File: config.mk
export PLATFORM = sky130hd
export DESIGN_NAME = change_dispenser
export DESIGN_NICKNAME = d
export VERILOG_FILES = /design/src/rtl/change_dispenser.sv
export SDC_FILE = /design/constraint.sdc
export NUM_CORES = 1
export LEC_CHECK = 0
export ABC_CLOCK_PERIOD_IN_PS = 1900
export CAP_MARGIN = 20
export CORE_UTILIZATION = 50
export DETAILED_ROUTE_END_ITERATION = 12
export HOLD_SLACK_MARGIN = 0.02
export PLACE_DENSITY_LB_ADDON = 0.2
export SETUP_SLACK_MARGIN = 0.2
export SLEW_MARGIN = 20
export SYNTH_ARGS = -nofsm -noshare
export SYNTH_HDL_FRONTEND = slang
export SYNTH_SLANG_ARGS = --single-unit
File: constraint.sdc
create_clock -name clk -period 1.9 [get_ports clk]
set_input_delay 0.38 -clock clk [delete_from_list [all_inputs] [get_ports clk]]
set_output_delay 0.38 -clock clk [all_outputs]
set_load 0.03 [all_outputs]
File: src/rtl/change_dispenser.sv
// Change pay-out sequencer: turns a latched amount (units of 100) into timed 500/100 ejector pulses.
// Optional macro CHANGE_TUBE_SENSE_EN enables the tube-empty sensors, 100-coin substitution and FAULT.
module change_dispenser #(
  parameter int unsigned PULSE_CYCLES = 10_000_000,
  parameter int unsigned GAP_CYCLES   = 20_000_000
) (
  input  logic       clk,
  input  logic       reset,
  input  logic       start,
  input  logic [3:0] amount,
  input  logic       empty500,
  input  logic       empty100,
  output logic       busy,
  output logic       done,
  output logic       coin500,
  output logic       coin100,
  output logic [3:0] remaining,
  output logic       fault
);

  typedef enum logic [2:0] {
    IDLE,
    SELECT,
    PULSE,
    GAP,
    DONE,
    FAULT
  } state_t;

  localparam logic [31:0] PULSE_LAST = 32'(PULSE_CYCLES - 1);
  localparam logic [31:0] GAP_LAST   = 32'(GAP_CYCLES - 1);

  state_t      state_q, state_d;
  logic [31:0] cnt_q, cnt_d;
  logic [3:0]  rem_q, rem_d;
  logic        sel500_q, sel500_d;
  logic        tube500_empty, tube100_empty;

`ifdef CHANGE_TUBE_SENSE_EN
  assign tube500_empty = empty500;
  assign tube100_empty = empty100;
  assign fault         = (state_q == FAULT);
`else
  // With sensing disabled the 100 branch in SELECT always matches, so FAULT cannot be entered.
  logic unused_sensors;
  assign unused_sensors = &{1'b0, empty500, empty100};
  assign tube500_empty  = 1'b0;
  assign tube100_empty  = 1'b0;
  assign fault          = 1'b0;
`endif

  // NOTE: every variable gets a default before the case so no path leaves it unassigned (no latches).
  always_comb begin
    state_d  = state_q;
    rem_d    = rem_q;
    sel500_d = sel500_q;
    unique case (state_q)
      IDLE: begin
        if (start) begin
          rem_d   = amount;
          state_d = SELECT;
        end
      end
      SELECT: begin
        if (rem_q == 4'd0) begin
          state_d = DONE;
        end else if (rem_q >= 4'd5 && !tube500_empty) begin
          sel500_d = 1'b1;
          state_d  = PULSE;
        end else if (!tube100_empty) begin
          sel500_d = 1'b0;
          state_d  = PULSE;
        end else begin
          state_d = FAULT;
        end
      end
      PULSE: begin
        if (cnt_q == PULSE_LAST) begin
          rem_d   = rem_q - (sel500_q ? 4'd5 : 4'd1);
          state_d = GAP;
        end
      end
      GAP: begin
        if (cnt_q == GAP_LAST) state_d = SELECT;
      end
      DONE:    state_d = IDLE;
      FAULT:   state_d = FAULT;
      default: state_d = IDLE;
    endcase

    // The counter restarts on every state entry and only advances in the timed states.
    if (state_d != state_q)                      cnt_d = '0;
    else if (state_q == PULSE || state_q == GAP) cnt_d = cnt_q + 32'd1;
    else                                         cnt_d = cnt_q;
  end

  // NOTE: sequential state uses non-blocking assignments so all registers update together at the edge.
  always_ff @(posedge clk or posedge reset) begin
    if (reset) begin
      state_q  <= IDLE;
      cnt_q    <= '0;
      rem_q    <= '0;
      sel500_q <= 1'b0;
    end else begin
      state_q  <= state_d;
      cnt_q    <= cnt_d;
      rem_q    <= rem_d;
      sel500_q <= sel500_d;
    end
  end

  // Outputs decode registered state only, so reset clears them without waiting for a clock edge.
  assign busy      = (state_q != IDLE) && (state_q != FAULT);
  assign done      = (state_q == DONE);
  assign coin500   = (state_q == PULSE) &&  sel500_q;
  assign coin100   = (state_q == PULSE) && !sel500_q;
  assign remaining = rem_q;

endmodule

# ---- Word level (Yosys, flattened, before mapping)
# Cells that the tools add are included.
dict set report totals {
  register_bits 40
  latch_bits 0
  ram_bits 0
  rom_bits 0
  memories 0
}
dict set report classes {
  n_addsub 2
  mul 0
  div_mod_pow 0
  order_cmp 1
  n_eq_ne 11
  shift 0
  muxes 12
  bitwise 1
  n_reduce_logical 12
}
# op count
set op_table {}
lappend op_table {{two-way mux 32 bit} 2}
lappend op_table {{adder 32 x 1 -> 32 bit, second input constant} 1}
lappend op_table {{== test 32 x 24 -> 1 bit, second input constant} 1}
lappend op_table {{== test 32 x 25 -> 1 bit, second input constant} 1}
lappend op_table {{two-way mux 3 bit} 5}
lappend op_table {{one-hot mux 3 bit (5 select lines)} 1}
lappend op_table {{two-way mux 4 bit} 2}
lappend op_table {{one-hot mux 4 bit (2 select lines)} 1}
lappend op_table {{== test 3 x 2 -> 1 bit, second input constant} 2}
lappend op_table {{== test 3 bit, second input constant} 2}
lappend op_table {{>= comparator 4 x 3 -> 1 bit, second input constant} 1}
lappend op_table {{logical NOT 4 bit} 1}
lappend op_table {{inequality test 2 bit, second input constant} 2}
lappend op_table {{nonzero test 2 bit} 2}
lappend op_table {{subtractor 4 x 3 -> 4 bit} 1}
lappend op_table {{== test 3 x 1 -> 1 bit, second input constant} 1}
lappend op_table {{logical AND 1 bit} 3}
lappend op_table {{logical NOT 3 bit} 1}
lappend op_table {{inequality test 3 bit} 1}
lappend op_table {{inequality test 3 bit, second input constant} 1}
lappend op_table {{AND reduction 3 bit} 1}
lappend op_table {{nonzero test 3 bit} 1}
lappend op_table {{AND reduction 2 bit} 1}
lappend op_table {{logical NOT 1 bit} 1}
lappend op_table {{other kinds (3)} 3}

# ---- Longest topological paths before layout
# Gate-level depths: netlist of run 1.
dict set report logic_depth {
  ltp_word 5
  ltp_mapped 7
  depth_no_buf 6
}

# ---- Least setup slack after synthesis of run 1
# Ideal clock, no wire load.
dict set report synth_timing {
  kind {reg-to-reg}
  start {reg cnt_q[0]}
  end {reg cnt_q[30]}
  setup_time_ps 119
  arrival_ps 1907
  t_required_ps 1781
  path_slack_ps -126
  stages_incl_launch_ff 8
  cell_sequence {dfrtp_1 ha_1 nand3_1 or4_1 buf_2 or3b_1 xor2_1 nor2_2}
}
dict set report synth_between {
  elab_chain_len 5
  word_cells_on_any_way 10
}
# element line_no
set synth_rtl {}
lappend synth_rtl {{start, declared} 34} ;# logic [31:0] cnt_q, cnt_d;
lappend synth_rtl {{start signal, assigned} 106} ;# cnt_q <= cnt_d;
lappend synth_rtl {{branches (longest 5 deep; another with adder 32 x 1 -> 32 bit)} -}
# Parallel ways; which one is timed is not known. The select of a mux whose other input is x is not followed.
# A chain may end at the register's enable or synchronous reset.

# ---- Final worst setup path of run 1
dict set report layout_timing {
  start {reg cnt_q[22]}
  end {reg cnt_q[9]}
}
dict set report layout_between {
  elab_chain_len 5
  word_cells_on_any_way 8
}
# element line_no
set layout_rtl {}
lappend layout_rtl {{== test 32 x 25 -> 1 bit / == test 32 x 24 -> 1 bit (equally long branches)} {84, 78}}
lappend layout_rtl {{two-way mux 3 bit (on tied branches)} {84, 78}}
lappend layout_rtl {{one-hot mux 3 bit (5 select lines) (*)} 57} ;# unique case (state_q)
lappend layout_rtl {{inequality test 3 bit (*)} 92} ;# if (state_d != state_q) cnt_d = '0;
lappend layout_rtl {{two-way mux 32 bit / nonzero test 2 bit (equally long branches)} -}
# Every way passes the cells marked *; elsewhere a longest branch is shown, timed or not.

==> results of run 1 <==
worst min-delay path, delay by kind of cell:
family,cells,cell delay (ns)
buffers and inverters,3,0.67
report_power, final:
part	internal, mW	switching (mW)
clock network	0.657	0.324
registers	0.959	0.122
logic	0.965	1.18
synth_stat cells, types with 2 or more instances:
| master | number |
|---|---|
| a21oi_1 | 10 |
| and3_1 | 6 |
| buf_6 | 3 |
| clkbuf_1 | 2 |
| dfrtp_1 | 40 |
| ha_1 | 5 |
| inv_1 | 10 |
| mux2_1 | 2 |
| nand2_1 | 20 |
| nand2b_1 | 2 |
| nand3_1 | 15 |
| nand4_1 | 13 |
| nor2_1 | 43 |
| nor3_1 | 10 |
| nor3b_1 | 3 |
| nor4_1 | 6 |
| nor4bb_1 | 3 |
| o21ai_0 | 9 |
| or3_1 | 3 |
| xnor2_1 | 12 |
| xor2_1 | 16 |
registers in the layout, indices dropped and copies added, names as in the netlist:
name       flops
remaining      4
sel500_q       1
state_q        3
cnt_q         32
repair_timing:
| item | 4_1_cts | 5_1_grt |
|---|---|---|
| resized for setup | 26 | 74 |
| setup endpoints to repair | 44 | 41 |
| setup buffers | 6 | 11 |
| pin swaps | 9 | 30 |
| cloned | 0 | 3 |
cell families after synthesis:
family / after synthesis / synth area share, %
fa+ha+maj: 5 / 2.65
flops: 40 / 42.4
other cells: 1 / 0.159
xor+xnor: 28 / 10.4
simple gates: 139 / 31.1
mux: 2 / 0.955
buf+inv: 17 / 3.87
compound gates: 28 / 8.44
stage by stage:
step / power (mW) / cell area, sq um / setup TNS, ns
2_1_floorplan: 2.06 / 2390 / -0.0756
3_3_place_gp: 2.52 / 2900 / -3.46
3_5_place_dp: 2.55 / 2900 / -3.18
4_1_cts: 3.73 / 3180 / -3.07
5_1_grt: 4.40 / 3640 / -9.29
6_report: 4.21 / 3640 / -6.10
per-layer routing:
| layer | up-vias | share of wire (%) | wire length (um) | global-route usage, % |
|---|---|---|---|---|
| met5 | - | 0 | 0 | 0 |
| met1 | 1169 | 42 | 3010 | 34.6 |
| met4 | 0 | 1.8 | 129 | 8.00 |
| met3 | 13 | 6.9 | 493 | 4.27 |
| met2 | 104 | 49 | 3530 | 38.6 |
| li1 | 1080 | - | - | - |
worst paths after layout:
kind | from | endpoint | slack [ns] | cells after the start
worst max-delay path | cnt_q[22] | cnt_q[9] | -0.20 | 6
worst min-delay path | reset | cnt_q[6] | 0.38 | 3
worst max register to register | cnt_q[22] | cnt_q[9] | -0.20 | 6
worst min register to register | remaining[1] | remaining[1] | 0.57 | 1
max in group asynchronous | reset | cnt_q[20] | 1.13 | 3
min in group clk | remaining[1] | remaining[1] | 0.57 | 1
cell type report:
| class | count | area (sq um) | area share, % |
|---|---|---|---|
| multi-input cells | 203 | 1640 | 45.0 |
| flip-flops and latches | 40 | 1000 | 27.5 |
| repair buffers | 81 | 728 | 20.0 |
| clock inverters | 3 | 90.1 | 2.48 |
| clock buffers | 5 | 68.8 | 1.89 |
| well taps | 52 | 65.1 | 1.79 |
| inverters | 10 | 45.0 | 1.24 |
==> results by group, run 1 <==
Finish
  – # nets final: 355
  – Area growth syn-to-layout: 54.2%
  – Post-layout util: 81.8%
  – Share of cells above drive strength 1: 43.9%
  – Commonest cells after routing, fill and taps aside: buf_4, dfrtp_1, nand2_1
  – Ant. Diodes: 0
  – Filler instances: 240
  – Post-route insts no fill: 394
  – Commonest non-fill, non-tap cell in the layout: buf_4

Synthesis
  – YS warnings: 0
  – Yosys reg bits: 40
  – Post-synth net total: 274
  – Gate Count Post-Synth: 260
  – Cell variety after synth: 48
  – Mean Syn Cell Area: 9.07 sq um
  – Synth area leaders: dfrtp_1, nor2_1, xor2_1, xnor2_1, nand4_1
  – Synthesized cell area: 2360 sq um
  – Async S/R FF share, synth: 100%
  – Biggest area consumer among synthesized cells: dfrtp_1
  – Seq/Total Area, Yosys: 42.4%
  – Dominant synthesized flop cell: dfrtp_1
  – Yosys top cell area share: 42.4%
  – Number of flops mapped to enable cells by yosys: 0

Route
  – DRT iter0 DRCs: 158
  – Via/cell ratio: 6.01
  – Post-route ant nets: 0
  – Drt pass-1 iters: 5
  – Residual DRC count: 0
  – Wirelength per Cell: 18.2 um
  – Final WL: 7160 um
  – Vias: 2366

Timing
  – Fmax: 476 MHz
  – Fin worst setup slack: -0.202 ns
  – RSZ-0062 raised after global routing: true
  – Clock Skew: 0.0144 ns
  – Final setup vio count: 36
  – Crit share post-route: 111%
  – Final Hold Viols: 0
  – Period minus WS final: 2.10 ns
  – Final slew viol count: 0
  – Hold WS: 0.380 ns

Global route
  – First-pass GRT wire length: 9570 um
  – Largest net degree at the start of global routing: 30
  – GRT Residual Overflow: 0
  – Initial antenna violation count: 0
  – GR Util All Layers: 24.5%
  – Vias in the first global route: 2035

Clock tree
  – Worst skew pair latency: 0.31 ns
  – Clk buf depth: 2
  – CTS Buf Count: 5
  – H-tree levels: 2
  – CTS sink count: 40
  – Worst-path clk slew: 0.09 ns
  – CTS tree: built
  – Root Driver: clkbuf_8
  – CTS hold repair buffers: 0

Floorplanning
  – DIE HEIGHT: 70.7 um
  – Row count: 24
  – Die width: 70.7 um
  – Initial Util: 53.1%
  – I/O Pins: 18
  – Die area: 5000 sq um
  – CORE AREA: 4440 sq um

Placed design
  – Placed insts: 366
  – PortBufs: 14
  – Final weighted congestion in routability-driven placement: 0.814
  – Worst slack, placed: -0.109 ns
  – HPWL after detailed placement: 3940 um

Setup path
  – Crit start category: register
  – Worst Path Max Fanout: 6
  – Delay-heaviest family, CP: compound AO/OA/AOI/OAI gates
  – CP cell instances: nor4_2 > nand4_2 > o41ai_4 > o221a_4 > clkbuf_16 > nor2_2
  – Worst Path Buf+Inv: 1
  – Crit Path Class: reg2reg
  – WP data arrival: 2.29 ns
  – Crit-path max cell delay: 0.41 ns
  – CP required: 2.09 ns
  – CP endpoint kind: register
  – Slowest CP cell: dfrtp_1

Hold path
  – Hold Crit Class: in2async

Power and ir drop
  – Leakage: 1.54 nW
  – Pwr per Cell Area: 1160 nW/um^2
  – VDD IR max: 1160 uV

Flow run
  – Number of max-cap violations: 0

Outcome
  – Failing checks: negative setup slack
  – Status: complete, but fails checks
Power figures use the tool's default switching activity.
==> run 2, diff against run 1 <==
--- a/config.mk
+++ b/config.mk
@@ -10,6 +10,7 @@
 export CORE_UTILIZATION = 50
 export DETAILED_ROUTE_END_ITERATION = 12
 export HOLD_SLACK_MARGIN = 0.02
+export MAX_ROUTING_LAYER = met4
 export PLACE_DENSITY_LB_ADDON = 0.2
 export SETUP_SLACK_MARGIN = 0.2
 export SLEW_MARGIN = 20
==> constraint.sdc (replaced) <==
create_clock -name clk -period 1.9 [get_ports clk]
set_input_delay 0.38 -clock clk [delete_from_list [all_inputs] [get_ports clk]]
set_output_delay 0.38 -clock clk [all_outputs]
set_load 0.01 [all_outputs]
==> run 2 against run 1 <==
- the flow still finishes with violations (negative setup slack)
- via count fell by 0.97%
- setup slack better by 0.064 ns
- utilization shrank 2.1 points
- critical endpoint is now cnt_q[22]
- largest cell class unchanged
==> results by group, run 2 (synthesis results as in run 1) <==
Setup path
  – Reg-to-Reg Start: cnt_q[7]
  – CP endpoint kind: register
  – Crit Path Class: reg2reg
  – Crit start category: register
  – Worst Path Max Fanout: 5
  – CP startpoint: cnt_q[7]
  – WP data arrival: 2.23 ns
  – CP required: 2.09 ns
  – Worst R2R Path Depth: 7

Placed design
  – Final weighted congestion in routability-driven placement: 0.822
  – PortBufs: 14
  – HPWL after detailed placement: 4070 um

Finish
  – Multi-input gate area: 1630 sq um
  – Biggest register: cnt_q
  – Register area: 1000 sq um
  – Share of cells above drive strength 1: 40.4%
  – Area growth syn-to-layout: 50.1%
  – Ant. Diodes: 0
  – # nets final: 350
  – Commonest non-fill, non-tap cell in the layout: buf_4
  – Max FFs per register: 32
  – Filler instances: 273
  – Commonest cells after routing, fill and taps aside: buf_4, dfrtp_1, nand2_1

Global route
  – Vias in the first global route: 2220
  – Most Crowded Layer GR: met2
  – Largest net degree at the start of global routing: 33
  – Met1 usage: 35.3%
  – GR Util All Layers: 28.0%
  – Met2 Use GR: 44.9%
  – Initial antenna violation count: 0
  – Grt met3 use: 3.42%
  – GRT Residual Overflow: 0
  – First-pass GRT wire length: 10500 um

Hold path
  – Hold Crit Class: in2async

Clock tree
  – CTS Buf Count: 5
  – H-tree levels: 2
  – CTS sink count: 40
  – CTS tree: built
  – Clk buf depth: 2
  – Root Driver: clkbuf_8
  – Worst-path clk slew: 0.08 ns
  – Worst skew pair latency: 0.30 ns

Timing
  – Period minus WS final: 2.04 ns
  – Clock Skew: 0.00453 ns
  – Crit share post-route: 107%
  – RSZ-0062 raised after global routing: true
  – Final slew viol count: 0
  – Post-route setup TNS: -3.53 ns
  – Final Hold Viols: 0
  – Fmax: 491 MHz
  – Fin worst setup slack: -0.139 ns
  – Hold WS: 0.345 ns
  – Final setup vio count: 36

Route
  – Via/cell ratio: 6.02
  – Wirelength per Cell: 18.5 um
  – Post-route ant nets: 0
  – Vias: 2343
  – Final WL: 7180 um
  – Residual DRC count: 0
  – DRT iter0 DRCs: 178
  – Drt pass-1 iters: 5

Floorplanning
  – Die area: 5000 sq um
  – Row count: 24
  – Die width: 70.7 um
  – CORE AREA: 4440 sq um
  – I/O Pins: 18
  – DIE HEIGHT: 70.7 um
  – Initial Util: 53.1%

Power and ir drop
  – Pwr per Cell Area: 1090 nW/um^2
  – PnR Total Power: 3.86 mW
  – Leakage: 1.49 nW
  – VDD IR max: 1020 uV

Flow run
  – Number of max-cap violations: 0

Outcome
  – Status: complete, but fails checks
  – Failing checks: negative setup slack
==> run 2: cell types whose count changed in the layout (fill, tap and decap cells not counted), sizes merged <==
| cell | change |
|---|---|
| clkbuf | +2 |
| clkdlybuf4s50 | +3 |
| bufinv | -3 |
| buf | -4 |
| dlygate4sd2 | -4 |
| dlymetal6s2s | +1 |
==> run 2: report_power, final <==
group | internal (mW) | total, mW | switching, mW
clock | 0.297 | 0.604 | 0.307
sequential | 0.960 | 1.08 | 0.119
combinational | 1.11 | 2.18 | 1.07
total | 2.36 | 3.86 | 1.50
==> run 2: layout make-up <==
class | instances | share of cell area (%)
sequential | 40 | 28.3
clock buffer | 8 | 2.54
timing repair buffer | 76 | 20.4
tap | 52 | 1.84
inverter | 10 | 1.06
multi-input combinational | 203 | 45.9
==> run 2: worst paths after layout <==
| check | endpoint | slack [ns] |
|---|---|---|
| worst max-delay path | cnt_q[22] | -0.14 |
| worst min-delay path | cnt_q[5] | 0.34 |
| worst max register to register | cnt_q[22] | -0.14 |
| worst min register to register | sel500_q | 0.57 |
| max in group asynchronous | cnt_q[23] | 1.06 |
| min in group clk | sel500_q | 0.57 |
==> run 2: worst max-delay path, stage by stage, from the launching register on <==
cell	delay, ns
dfrtp_1	0.44
buf_4	0.19
nand4_1	0.14
or4_4	0.45
buf_4	0.18
nor3_1	0.26
xnor2_1	0.16
nor2_1	0.09
==> run 2: metal layers <==
metal	up-vias	routed length, um
li1	1065	-
met4	0	233
met3	28	384
met1	1145	3000
met5	-	0
met2	105	3560
==> run 2: repair_timing <==
action / 4_1_cts / 5_1_grt
pin swaps: 14 / 14
setup buffers: 8 / 2
setup endpoints to repair: 41 / 41
hold buffers: 0 / 0
resized for setup: 61 / 46
gates cloned: 3 / 0
==> run 2: metrics by stage <==
step	instance area (sq um)	std cells	utilization, %	worst slack, ns
floorplan	2370	260	-	-0.0756
global placement	2910	368	65.5	-0.105
detailed placement	2910	368	65.5	-0.118
CTS	3350	387	75.4	-0.0851
global route	3540	389	79.7	-0.179
finish	3540	389	79.7	-0.139
